File: src/rtl/tilelink_pkg.sv
// tilelink_pkg: TileLink-UL/UH opcodes, arbiter state type and beat helpers
package tilelink_pkg;

    localparam logic [2:0] TL_A_PUTFULL       = 3'd0;
    localparam logic [2:0] TL_A_PUTPARTIAL    = 3'd1;
    localparam logic [2:0] TL_A_ARITH         = 3'd2;
    localparam logic [2:0] TL_A_LOGICAL       = 3'd3;
    localparam logic [2:0] TL_A_GET           = 3'd4;
    localparam logic [2:0] TL_A_INTENT        = 3'd5;
    localparam logic [2:0] TL_D_ACCESSACK     = 3'd0;
    localparam logic [2:0] TL_D_ACCESSACKDATA = 3'd1;
    localparam logic [2:0] TL_D_HINTACK       = 3'd2;

    localparam int TL_CNT_W    = 16;
    localparam int TL_MAX_SIZE = 15;

    typedef enum logic {ARB_IDLE, ARB_LOCKED} arb_state_e;

    function automatic logic tl_has_data(input logic [2:0] opcode);
        return opcode inside {TL_A_PUTFULL, TL_A_PUTPARTIAL, TL_A_ARITH, TL_A_LOGICAL};
    endfunction

    // Sizes of 2^15 bytes and above saturate so the count always fits 16 bits
    function automatic logic [TL_CNT_W-1:0] tl_beats(input logic [3:0] size, input int log2_bb);
        int s;
        s = (size >= 4'(TL_MAX_SIZE)) ? TL_MAX_SIZE : int'(size);
        return (s > log2_bb) ? TL_CNT_W'(1 << (s - log2_bb)) : TL_CNT_W'(1);
    endfunction

endpackage

File: src/rtl/tilelink_rr_lock.sv
// tilelink_rr_lock: round-robin grant with lock held across multi-beat A messages
module tilelink_rr_lock
    import tilelink_pkg::*;
(
    input  logic                clock,
    input  logic                reset,
    input  logic [1:0]          req,
    input  logic                fire,
    input  logic [TL_CNT_W-1:0] beats,
    output logic                grant
);

    arb_state_e          state;
    logic                owner;
    logic                prio;
    logic [TL_CNT_W-1:0] cnt;

    assign grant = (state == ARB_LOCKED) ? owner : (&req) ? prio : req[1];

    // Lock on the first beat of a burst, count beats down, flip priority on every last beat
    always_ff @(posedge clock) begin
        if (reset) begin
            state <= ARB_IDLE;
            owner <= 1'b0;
            prio  <= 1'b0;
            cnt   <= '0;
        end else if (fire) begin
            if (state == ARB_IDLE) begin
                if (beats > TL_CNT_W'(1)) begin
                    state <= ARB_LOCKED;
                    owner <= grant;
                    cnt   <= beats - TL_CNT_W'(1);
                end else begin
                    prio <= ~grant;
                end
            end else begin
                cnt <= cnt - TL_CNT_W'(1);
                if (cnt == TL_CNT_W'(1)) begin
                    state <= ARB_IDLE;
                    prio  <= ~grant;
                end
            end
        end
    end

endmodule

File: src/rtl/tilelink_ad_arbiter.sv
// tilelink_ad_arbiter: two-master, one-slave TileLink A/D arbiter with source-tag D routing
`ifndef RISCV_FORMAL_XLEN
`define RISCV_FORMAL_XLEN 32
`endif
module tilelink_ad_arbiter
    import tilelink_pkg::*;
#(
    parameter  int XLEN   = `RISCV_FORMAL_XLEN,
    parameter  int ADDR_W = 32,
    parameter  int SRC_W  = 1,
    localparam int BB     = XLEN / 8
) (
    input  logic              clock,
    input  logic              reset,

    output logic              m0_a_ready,
    input  logic              m0_a_valid,
    input  logic [2:0]        m0_a_bits_opcode,
    input  logic [2:0]        m0_a_bits_param,
    input  logic [3:0]        m0_a_bits_size,
    input  logic [SRC_W-1:0]  m0_a_bits_source,
    input  logic [ADDR_W-1:0] m0_a_bits_address,
    input  logic [BB-1:0]     m0_a_bits_mask,
    input  logic [XLEN-1:0]   m0_a_bits_data,
    input  logic              m0_d_ready,
    output logic              m0_d_valid,
    output logic [2:0]        m0_d_bits_opcode,
    output logic [1:0]        m0_d_bits_param,
    output logic [3:0]        m0_d_bits_size,
    output logic [SRC_W-1:0]  m0_d_bits_source,
    output logic              m0_d_bits_sink,
    output logic [XLEN-1:0]   m0_d_bits_data,
    output logic              m0_d_bits_error,

    output logic              m1_a_ready,
    input  logic              m1_a_valid,
    input  logic [2:0]        m1_a_bits_opcode,
    input  logic [2:0]        m1_a_bits_param,
    input  logic [3:0]        m1_a_bits_size,
    input  logic [SRC_W-1:0]  m1_a_bits_source,
    input  logic [ADDR_W-1:0] m1_a_bits_address,
    input  logic [BB-1:0]     m1_a_bits_mask,
    input  logic [XLEN-1:0]   m1_a_bits_data,
    input  logic              m1_d_ready,
    output logic              m1_d_valid,
    output logic [2:0]        m1_d_bits_opcode,
    output logic [1:0]        m1_d_bits_param,
    output logic [3:0]        m1_d_bits_size,
    output logic [SRC_W-1:0]  m1_d_bits_source,
    output logic              m1_d_bits_sink,
    output logic [XLEN-1:0]   m1_d_bits_data,
    output logic              m1_d_bits_error,

    input  logic              s_a_ready,
    output logic              s_a_valid,
    output logic [2:0]        s_a_bits_opcode,
    output logic [2:0]        s_a_bits_param,
    output logic [3:0]        s_a_bits_size,
    output logic [SRC_W:0]    s_a_bits_source,
    output logic [ADDR_W-1:0] s_a_bits_address,
    output logic [BB-1:0]     s_a_bits_mask,
    output logic [XLEN-1:0]   s_a_bits_data,
    output logic              s_d_ready,
    input  logic              s_d_valid,
    input  logic [2:0]        s_d_bits_opcode,
    input  logic [1:0]        s_d_bits_param,
    input  logic [3:0]        s_d_bits_size,
    input  logic [SRC_W:0]    s_d_bits_source,
    input  logic              s_d_bits_sink,
    input  logic [XLEN-1:0]   s_d_bits_data,
    input  logic              s_d_bits_error
);

    localparam int LOG2BB = $clog2(BB);

    logic                grant;
    logic                a_fire;
    logic                d_idx;
    logic [TL_CNT_W-1:0] a_beats;

    assign s_a_valid        = !reset && (grant ? m1_a_valid : m0_a_valid);
    assign s_a_bits_opcode  = grant ? m1_a_bits_opcode  : m0_a_bits_opcode;
    assign s_a_bits_param   = grant ? m1_a_bits_param   : m0_a_bits_param;
    assign s_a_bits_size    = grant ? m1_a_bits_size    : m0_a_bits_size;
    assign s_a_bits_source  = {grant, grant ? m1_a_bits_source : m0_a_bits_source};
    assign s_a_bits_address = grant ? m1_a_bits_address : m0_a_bits_address;
    assign s_a_bits_mask    = grant ? m1_a_bits_mask    : m0_a_bits_mask;
    assign s_a_bits_data    = grant ? m1_a_bits_data    : m0_a_bits_data;
    assign m0_a_ready       = !reset && !grant && s_a_ready;
    assign m1_a_ready       = !reset && grant && s_a_ready;

    assign a_fire  = s_a_valid && s_a_ready;
    assign a_beats = tl_has_data(s_a_bits_opcode) ? tl_beats(s_a_bits_size, LOG2BB) : TL_CNT_W'(1);

    tilelink_rr_lock u_lock (
        .clock (clock),
        .reset (reset),
        .req   ({m1_a_valid, m0_a_valid}),
        .fire  (a_fire),
        .beats (a_beats),
        .grant (grant)
    );

    // D payload is broadcast; only valid and ready follow the source tag bit
    assign d_idx      = s_d_bits_source[SRC_W];
    assign m0_d_valid = !reset && s_d_valid && !d_idx;
    assign m1_d_valid = !reset && s_d_valid && d_idx;
    assign s_d_ready  = !reset && (d_idx ? m1_d_ready : m0_d_ready);

    assign m0_d_bits_opcode = s_d_bits_opcode;
    assign m0_d_bits_param  = s_d_bits_param;
    assign m0_d_bits_size   = s_d_bits_size;
    assign m0_d_bits_source = s_d_bits_source[SRC_W-1:0];
    assign m0_d_bits_sink   = s_d_bits_sink;
    assign m0_d_bits_data   = s_d_bits_data;
    assign m0_d_bits_error  = s_d_bits_error;
    assign m1_d_bits_opcode = s_d_bits_opcode;
    assign m1_d_bits_param  = s_d_bits_param;
    assign m1_d_bits_size   = s_d_bits_size;
    assign m1_d_bits_source = s_d_bits_source[SRC_W-1:0];
    assign m1_d_bits_sink   = s_d_bits_sink;
    assign m1_d_bits_data   = s_d_bits_data;
    assign m1_d_bits_error  = s_d_bits_error;

endmodule

File: config.mk
export PLATFORM = sky130hd
export DESIGN_NAME = tilelink_ad_arbiter
export DESIGN_NICKNAME = d
export VERILOG_FILES = /design/src/rtl/tilelink_pkg.sv /design/src/rtl/tilelink_rr_lock.sv /design/src/rtl/tilelink_ad_arbiter.sv
export SDC_FILE = /design/constraint.sdc
export NUM_CORES = 1
export LEC_CHECK = 0
export ABC_AREA = 1
export BUFFER_PORTS_ARGS = -buffer_cell sky130_fd_sc_hd__buf_4
export CAP_MARGIN = 20
export CORE_AREA = 2 2 148 150
export DETAILED_ROUTE_END_ITERATION = 7
export DIE_AREA = 0 0 150 152
export PLACE_DENSITY = 0.53
export SYNTH_ARGS = -nofsm -noshare
export SYNTH_HDL_FRONTEND = slang
export SYNTH_HIERARCHICAL = 1
export SYNTH_SLANG_ARGS = --single-unit
File: constraint.sdc
create_clock -name clock -period 4.76 [get_ports clock]
set_clock_uncertainty 0.15 [all_clocks]
set_input_delay 0.952 -clock clock [delete_from_list [all_inputs] [get_ports clock]]
set_output_delay 0.952 -clock clock [all_outputs]
set_load 0.02 [all_outputs]
[Word level (Yosys, flattened, before mapping)]
Index checks and enable logic that the tools add are counted.
Cells by class
  add/sub/neg operators: 3
  order comparisons: 3
  eq/ne operators: 6
  shift-type cells: 1
  muxes and demuxes: 22
  bitwise logic cells: 2
  reductions and logical operators: 20
Operators with widths (number)
  16-bit two-way mux: 4
  32-bit two-way mux: 2
  1-bit by 32-bit left shift with 16-bit output (first input constant): 1
  16-bit by 1-bit subtractor with 16-bit output (second input constant): 2
  16-bit by 1-bit equality test with 1-bit output (second input constant): 1
  16-bit by 1-bit greater-than comparator with 1-bit output (second input constant): 1
  4-bit two-way mux: 3
  1-bit two-way mux: 11
  1-bit logical AND: 10
  3-bit by 2-bit equality test with 1-bit output (second input constant): 2
  3-bit two-way mux: 2
  3-bit AND reduction: 2
  4-bit by 2-bit subtractor with 5-bit output (second input constant): 1
  4-bit >= comparator (second input constant): 1
  4-bit by 2-bit greater-than comparator with 1-bit output (second input constant): 1
  2-bit AND reduction: 2
  4-bit nonzero test: 1
  3-bit by 1-bit equality test with 1-bit output (second input constant): 1
  1-bit logical NOT: 3
  3-bit logical NOT: 1
  2-bit by 1-bit != test with 1-bit output (second input constant): 1
  2-bit != test (second input constant): 1
  1-bit NOT: 2
  2-bit nonzero test: 1
Storage, ports and cells
  bits in registers: 19
  bits of input ports: 211
  output and inout bits: 174
  word-level logic and storage cells: 61

[Depth between registers and ports, before layout]
  depth in word-level cells: 13
  mapped depth: 27
  depth with buffers taken out: 26

[By module]
Netlist, hierarchy kept.
By module, submodules not included
  tilelink_ad_arbiter: times used 1, cells an instance 416, area an instance 2055.7 µm², sequential area each 0.0 µm²
  tilelink_rr_lock: times used 1, cells an instance 309, area an instance 1745.4 µm², sequential area each 380.4 µm²

[Least setup slack after synthesis]
No wires, ideal clock.
  kind: input to register
  start point: input m0_a_valid
  end point: register u_lock.cnt[11]
  setup time: 131 ps
  arrival: 3589 ps
  data required time: 4479 ps
  setup slack: 890 ps
  stages on the path: 25
  path buffers: 2
  cells stage by stage: inv_1 > o21ai_0 > o21a_1 > inv_1 > buf_6 > nand2_1 > nand2_2 > ha_1 > ha_1 > inv_1 > nand2_2 > nor2_8 > o21ai_0 > inv_1 > ha_1 > inv_1 > nand2_1 > nand2_1 > nor2_1 > nand3_2 > nand2_4 > inv_6 > buf_6 > nand3_1 > a21oi_2
Between the ends
  longest elaborated chain between the ends: 13
  elaborated cells on any way between the ends: 26
  classes of those cells: 2 x add/sub; 3 x order compare; 3 x eq/ne; 1 x shift; 10 x mux; 7 x reduce/logical
Ends and longest elaborated chain
  start: declaration: RTL line tilelink_ad_arbiter.sv:17  | input logic m0_a_valid,
  2-bit AND reduction (*): RTL line tilelink_rr_lock.sv:18  | assign grant = (state == ARB_LOCKED) ? owner : (&req) ? prio : req[1];
  1-bit two-way mux (*) (2 in series): RTL line tilelink_rr_lock.sv:18
  via grant: RTL line tilelink_ad_arbiter.sv:76  | logic grant;
  4-bit two-way mux: RTL line tilelink_ad_arbiter.sv:84  | assign s_a_bits_size = grant ? m1_a_bits_size : m0_a_bits_size;
  4-bit >= comparator: RTL line tilelink_pkg.sv:26  | s = (size >= 4'(TL_MAX_SIZE)) ? TL_MAX_SIZE : int'(size);
  4-bit two-way mux: RTL line tilelink_pkg.sv:26
  4-bit by 2-bit subtractor with 5-bit output: RTL line tilelink_pkg.sv:27  | return (s > log2_bb) ? TL_CNT_W'(1 << (s - log2_bb)) : TL_CNT_W'(1);
  1-bit by 32-bit left shift with 16-bit output: RTL line tilelink_pkg.sv:27
  16-bit two-way mux: RTL line tilelink_pkg.sv:27
  16-bit two-way mux (*): RTL line tilelink_ad_arbiter.sv:93  | assign a_beats = tl_has_data(s_a_bits_opcode) ? tl_beats(s_a_bits_size, LOG2BB) : TL_CNT_W'(1);
  via a_beats[0]: RTL line tilelink_ad_arbiter.sv:79  | logic [TL_CNT_W-1:0] a_beats;
  16-bit by 1-bit subtractor with 16-bit output or 16-bit by 1-bit greater-than comparator with 1-bit output (tied branches): RTL line tilelink_rr_lock.sv:32, tilelink_rr_lock.sv:29
  16-bit two-way mux or 2-bit nonzero test (tied branches)
  16-bit two-way mux or 2-bit AND reduction (tied branches)
  end signal: assignment: RTL line tilelink_rr_lock.sv:32  | cnt <= beats - TL_CNT_W'(1);
  end signal: assignment: RTL line tilelink_rr_lock.sv:37  | cnt <= cnt - TL_CNT_W'(1);
  end: declaration: RTL line tilelink_rr_lock.sv:16  | logic [TL_CNT_W-1:0] cnt;
The timed path passes the listed nets; every way through them passes the cells marked *. The select of a mux whose other input is x is not followed.
A chain may end at the register's enable or synchronous reset.

[Worst setup path after layout]
  start point: input m0_a_valid
  end point: register u_lock.cnt[8]
Between the ends
  longest elaborated chain between the ends: 13
  elaborated cells on any way between the ends: 26
  classes of those cells: 2 x add/sub; 3 x order compare; 3 x eq/ne; 1 x shift; 10 x mux; 7 x reduce/logical
Ends and longest elaborated chain (RTL line)
  2-bit AND reduction (*): tilelink_rr_lock.sv:18
  1-bit two-way mux (*) (2 in series): tilelink_rr_lock.sv:18
  4-bit two-way mux: tilelink_ad_arbiter.sv:84
  4-bit >= comparator: tilelink_pkg.sv:26
  4-bit two-way mux: tilelink_pkg.sv:26
  4-bit by 2-bit subtractor with 5-bit output: tilelink_pkg.sv:27
  1-bit by 32-bit left shift with 16-bit output: tilelink_pkg.sv:27
  16-bit two-way mux: tilelink_pkg.sv:27
  16-bit two-way mux (*): tilelink_ad_arbiter.sv:93
  via a_beats[0]: tilelink_ad_arbiter.sv:79
  16-bit by 1-bit subtractor with 16-bit output or 16-bit by 1-bit greater-than comparator with 1-bit output (tied branches): tilelink_rr_lock.sv:32, tilelink_rr_lock.sv:29
  16-bit two-way mux or 2-bit nonzero test (tied branches)
  16-bit two-way mux or 2-bit AND reduction (tied branches)
Marks and branches as above.

==> summary.txt <==
Clocking
  – Post_cts resized: 0
  – CTS Root Cell: clkbuf_16
  – CTS max path bufs: 2
  – Clock transition at path regs: 0.06 ns
  – CTS Buf Count: 3
  – Worst skew pair latency: between 0.2 and 0.3 ns
  – CTS tree: done
  – CTS H-tree lvls: 1
  – Hold Buf Count CTS: 0
  – Clock Sinks: 19
  – Postcts setup bufs: 0

Timing
  – Fin crit share: 0.887
  – Worst-margin pin slew: around 0.66 ns
  – Normalized max-slew margin: 0.560
  – Hold Slack: around 0.33 ns
  – Final Hold Viols: 0
  – Setup TNS: 0 ns
  – Final setup vio count: 0
  – Max Clk Rate: between 0.2 and 0.25 GHz
  – Final Max Slew Viols: 0
  – Minimum clock period: approximately 4.2 ns
  – RSZ-0062 raised after global routing: false

Global routing
  – Largest net degree at the start of global routing: 64
  – First-pass GRT wire length: ~25000 um
  – Initial antenna violation count: 0
  – Global route total overflow: 0
  – Tot GR Track Use: 0.143
  – Vias in the first global route: roughly 4400

Synthesis
  – Most frequent cells after synthesis: 324 x nand2_1, 89 x buf_4, 64 x nor2_1
  – Synth Cell Area: ~3800 um2
  – Ys async rst share: 0
  – Mapped Nets: ~940
  – Count leader, synth: nand2_1
  – Mean Syn Cell Area: between 5 and 6 um2
  – Number of enable flip-flop cells after synthesis: 0
  – Commonest register cell after synthesis: dfxtp_1
  – Ranking of synthesized cells by area: nand2_1 32%, buf_4 18%, dfxtp_1 10%, nor2_1 6.3%, nand3_1 6.1%
  – Cells after synthesis: between 700 and 800
  – Share of the synthesized area in the top cell type: 0.320
  – Unique masters post-synth: 33
  – Seq cells post-synth: 19
  – Sequential area share after synthesis: 0.100
  – Top cell type by total area after synthesis: nand2_1
  – Yosys warning count: 6

Power
  – Total power density per cell area: between 200 and 250 nW/um2
  – Worst vdd ir: 0.000103 V
  – Tot Pwr: 1.19 mW
  – P_leak: roughly 3 nW

Routing
  – Routed via count: 4696
  – Avg WL per Cell: 14.9 um
  – Drt pass-1 iters: 4
  – Antenna-violating nets left: 0
  – Via density: 4.07
  – Routed WL: ~17000 um
  – Remaining DRCs: 0
  – Initial DRC Count: ~180

Placement
  – GPL Wtd Cong: approximately 0.87
  – IO Port Bufs: around 250
  – Post-DP HPWL: 14800 um
  – Placed insts: between 1000 and 1500

Floorplan
  – Top Ports: between 300 and 400
  – Initial Util: 0.178
  – Core ar.: between 20000 and 25000 um2
  – Rows: 54
  – DIE AREA: between 20000 and 25000 um2
  – Die width: 150 um
  – DIE HEIGHT: ~150 um

Setup path
  – CP startpoint kind: primary input
  – FF-to-FF Start: u_lock/prio$_SDFFE_PP0P_
  – CP Data Required Time: between 4 and 5 ns
  – Reg2Reg Depth: 23
  – WS Path Type: in -> reg
  – Setup slack, reg-to-reg: roughly 1.0 ns
  – Worst setup EP type: flip-flop
  – Critical Path Start: m0_a_valid
  – CP endpoint: u_lock/cnt[8]$_SDFFE_PP0P_
  – WP data arrival: approximately 4.2 ns
  – CP Max Fanout: 18
  – Reg-to-reg endpoint: u_lock/cnt[8]$_SDFFE_PP0P_

Worst hold path
  – Worst Hold Class: reg -> reg

Cells and area
  – Final net count: 1093
  – Diode count: 0
  – Fin cells: approximately 1200
  – Area Overhead vs Synth: 41.2%
  – Share of layout cells above drive strength 1: 0.342

Outcome
  – Status: finished, final reports clean

Flow run
  – Max_cap viols: 0
-- metrics by stage --
| step | setup WS [ns] | utilization | cell area (um2) |
|---|---|---|---|
| after floorplan | 0.890 | - | 3800 |
| after global placement | 0.261 | 0.248 | 5290 |
| after detailed placement | 0.230 | 0.248 | 5290 |
| after CTS | 0.501 | 0.251 | 5370 |
| after global routing | 0.121 | 0.251 | 5370 |
| final | 0.537 | 0.251 | 5370 |
-- worst min path at each step --
stage / from / to / cells after the start
final: u_lock/cnt[15]$_SDFFE_PP0P_ / u_lock/cnt[15]$_SDFFE_PP0P_ / 2
after global routing: u_lock/cnt[15]$_SDFFE_PP0P_ / u_lock/cnt[15]$_SDFFE_PP0P_ / 2
after CTS: u_lock/cnt[15]$_SDFFE_PP0P_ / u_lock/cnt[15]$_SDFFE_PP0P_ / 2
after detailed placement: u_lock/cnt[15]$_SDFFE_PP0P_ / u_lock/cnt[15]$_SDFFE_PP0P_ / 2
after global placement: u_lock/cnt[15]$_SDFFE_PP0P_ / u_lock/cnt[15]$_SDFFE_PP0P_ / 2
after floorplan: u_lock/prio$_SDFFE_PP0P_ / u_lock/prio$_SDFFE_PP0P_ / 2
-- worst max-delay path, stage by stage --
cell,delay (ns)
buf_4,0.11
inv_1,0.04
o21ai_0,0.12
o21a_1,0.26
inv_2,0.22
inv_2,0.16
nand2_1,0.10
nand2_2,0.09
ha_1,0.21
ha_1,0.17
inv_1,0.06
nand2_2,0.08
nor2_8,0.17
o21ai_0,0.14
inv_1,0.13
ha_1,0.23
inv_1,0.07
nand2_1,0.05
nand2_1,0.04
nor2_1,0.11
nand3_2,0.12
nand2_4,0.22
inv_6,0.11
o21ai_0,0.17
a21oi_1,0.05
-- layout by cell type, fill, tap and decap left out, types with 2 or more instances in the layout --
cell type    n
nand2_1    324
buf_4      258
nor2_1      64
inv_1       55
nand3_1     46
a21oi_1     20
dfxtp_1     19
o21ai_0     18
nor2_2      12
nand2_2      8
nand4_1      6
ha_1         6
xor2_1       5
inv_2        4
nor3_1       4
nand3b_1     4
nand2_4      3
clkbuf_16    3
nor2_4       2
nand3_2      2
o21ai_2      2
-- sequential cells by signal, summed over array words and instances (netlist names) --
signal        count
u_lock/cnt       16
u_lock/owner      1
u_lock/prio       1
u_lock/state      1
-- layer usage --
metal | vias up | track usage | wire length [um]
met3 | 31 | 0.0790 | 2640
met2 | 212 | 0.231 | 7510
li1 | 2429 | - | -
met5 | - | 0.0370 | 116
met4 | 2 | 0.0445 | 456
met1 | 2022 | 0.158 | 6490
-- logic make-up after synthesis --
logic type               Yosys count  synth area share
XOR/XNOR                           6            0.0138
flip-flops                        19             0.100
buffers and inverters            172             0.271
adder cells (fa/ha/maj)            6            0.0197
AND/OR/NAND/NOR                  479             0.534
AO/OA/AOI/OAI                     42            0.0589
multiplexers                       1           0.00263
-- power by group --
group / switching, mW / internal (mW)
logic: 0.491 / 0.337
clock network: 0.0631 / 0.114
registers: 0.0115 / 0.171
-- area by class of cell --
type | instances | area (um2)
fillers | 2450 | 16000
multi-input cells | 534 | 2390
repair buffers | 258 | 1940
flip-flops and latches | 19 | 380
well taps | 280 | 350
inverters | 60 | 230
clock buffers | 4 | 78.8
Power figures use the tool's default switching activity.
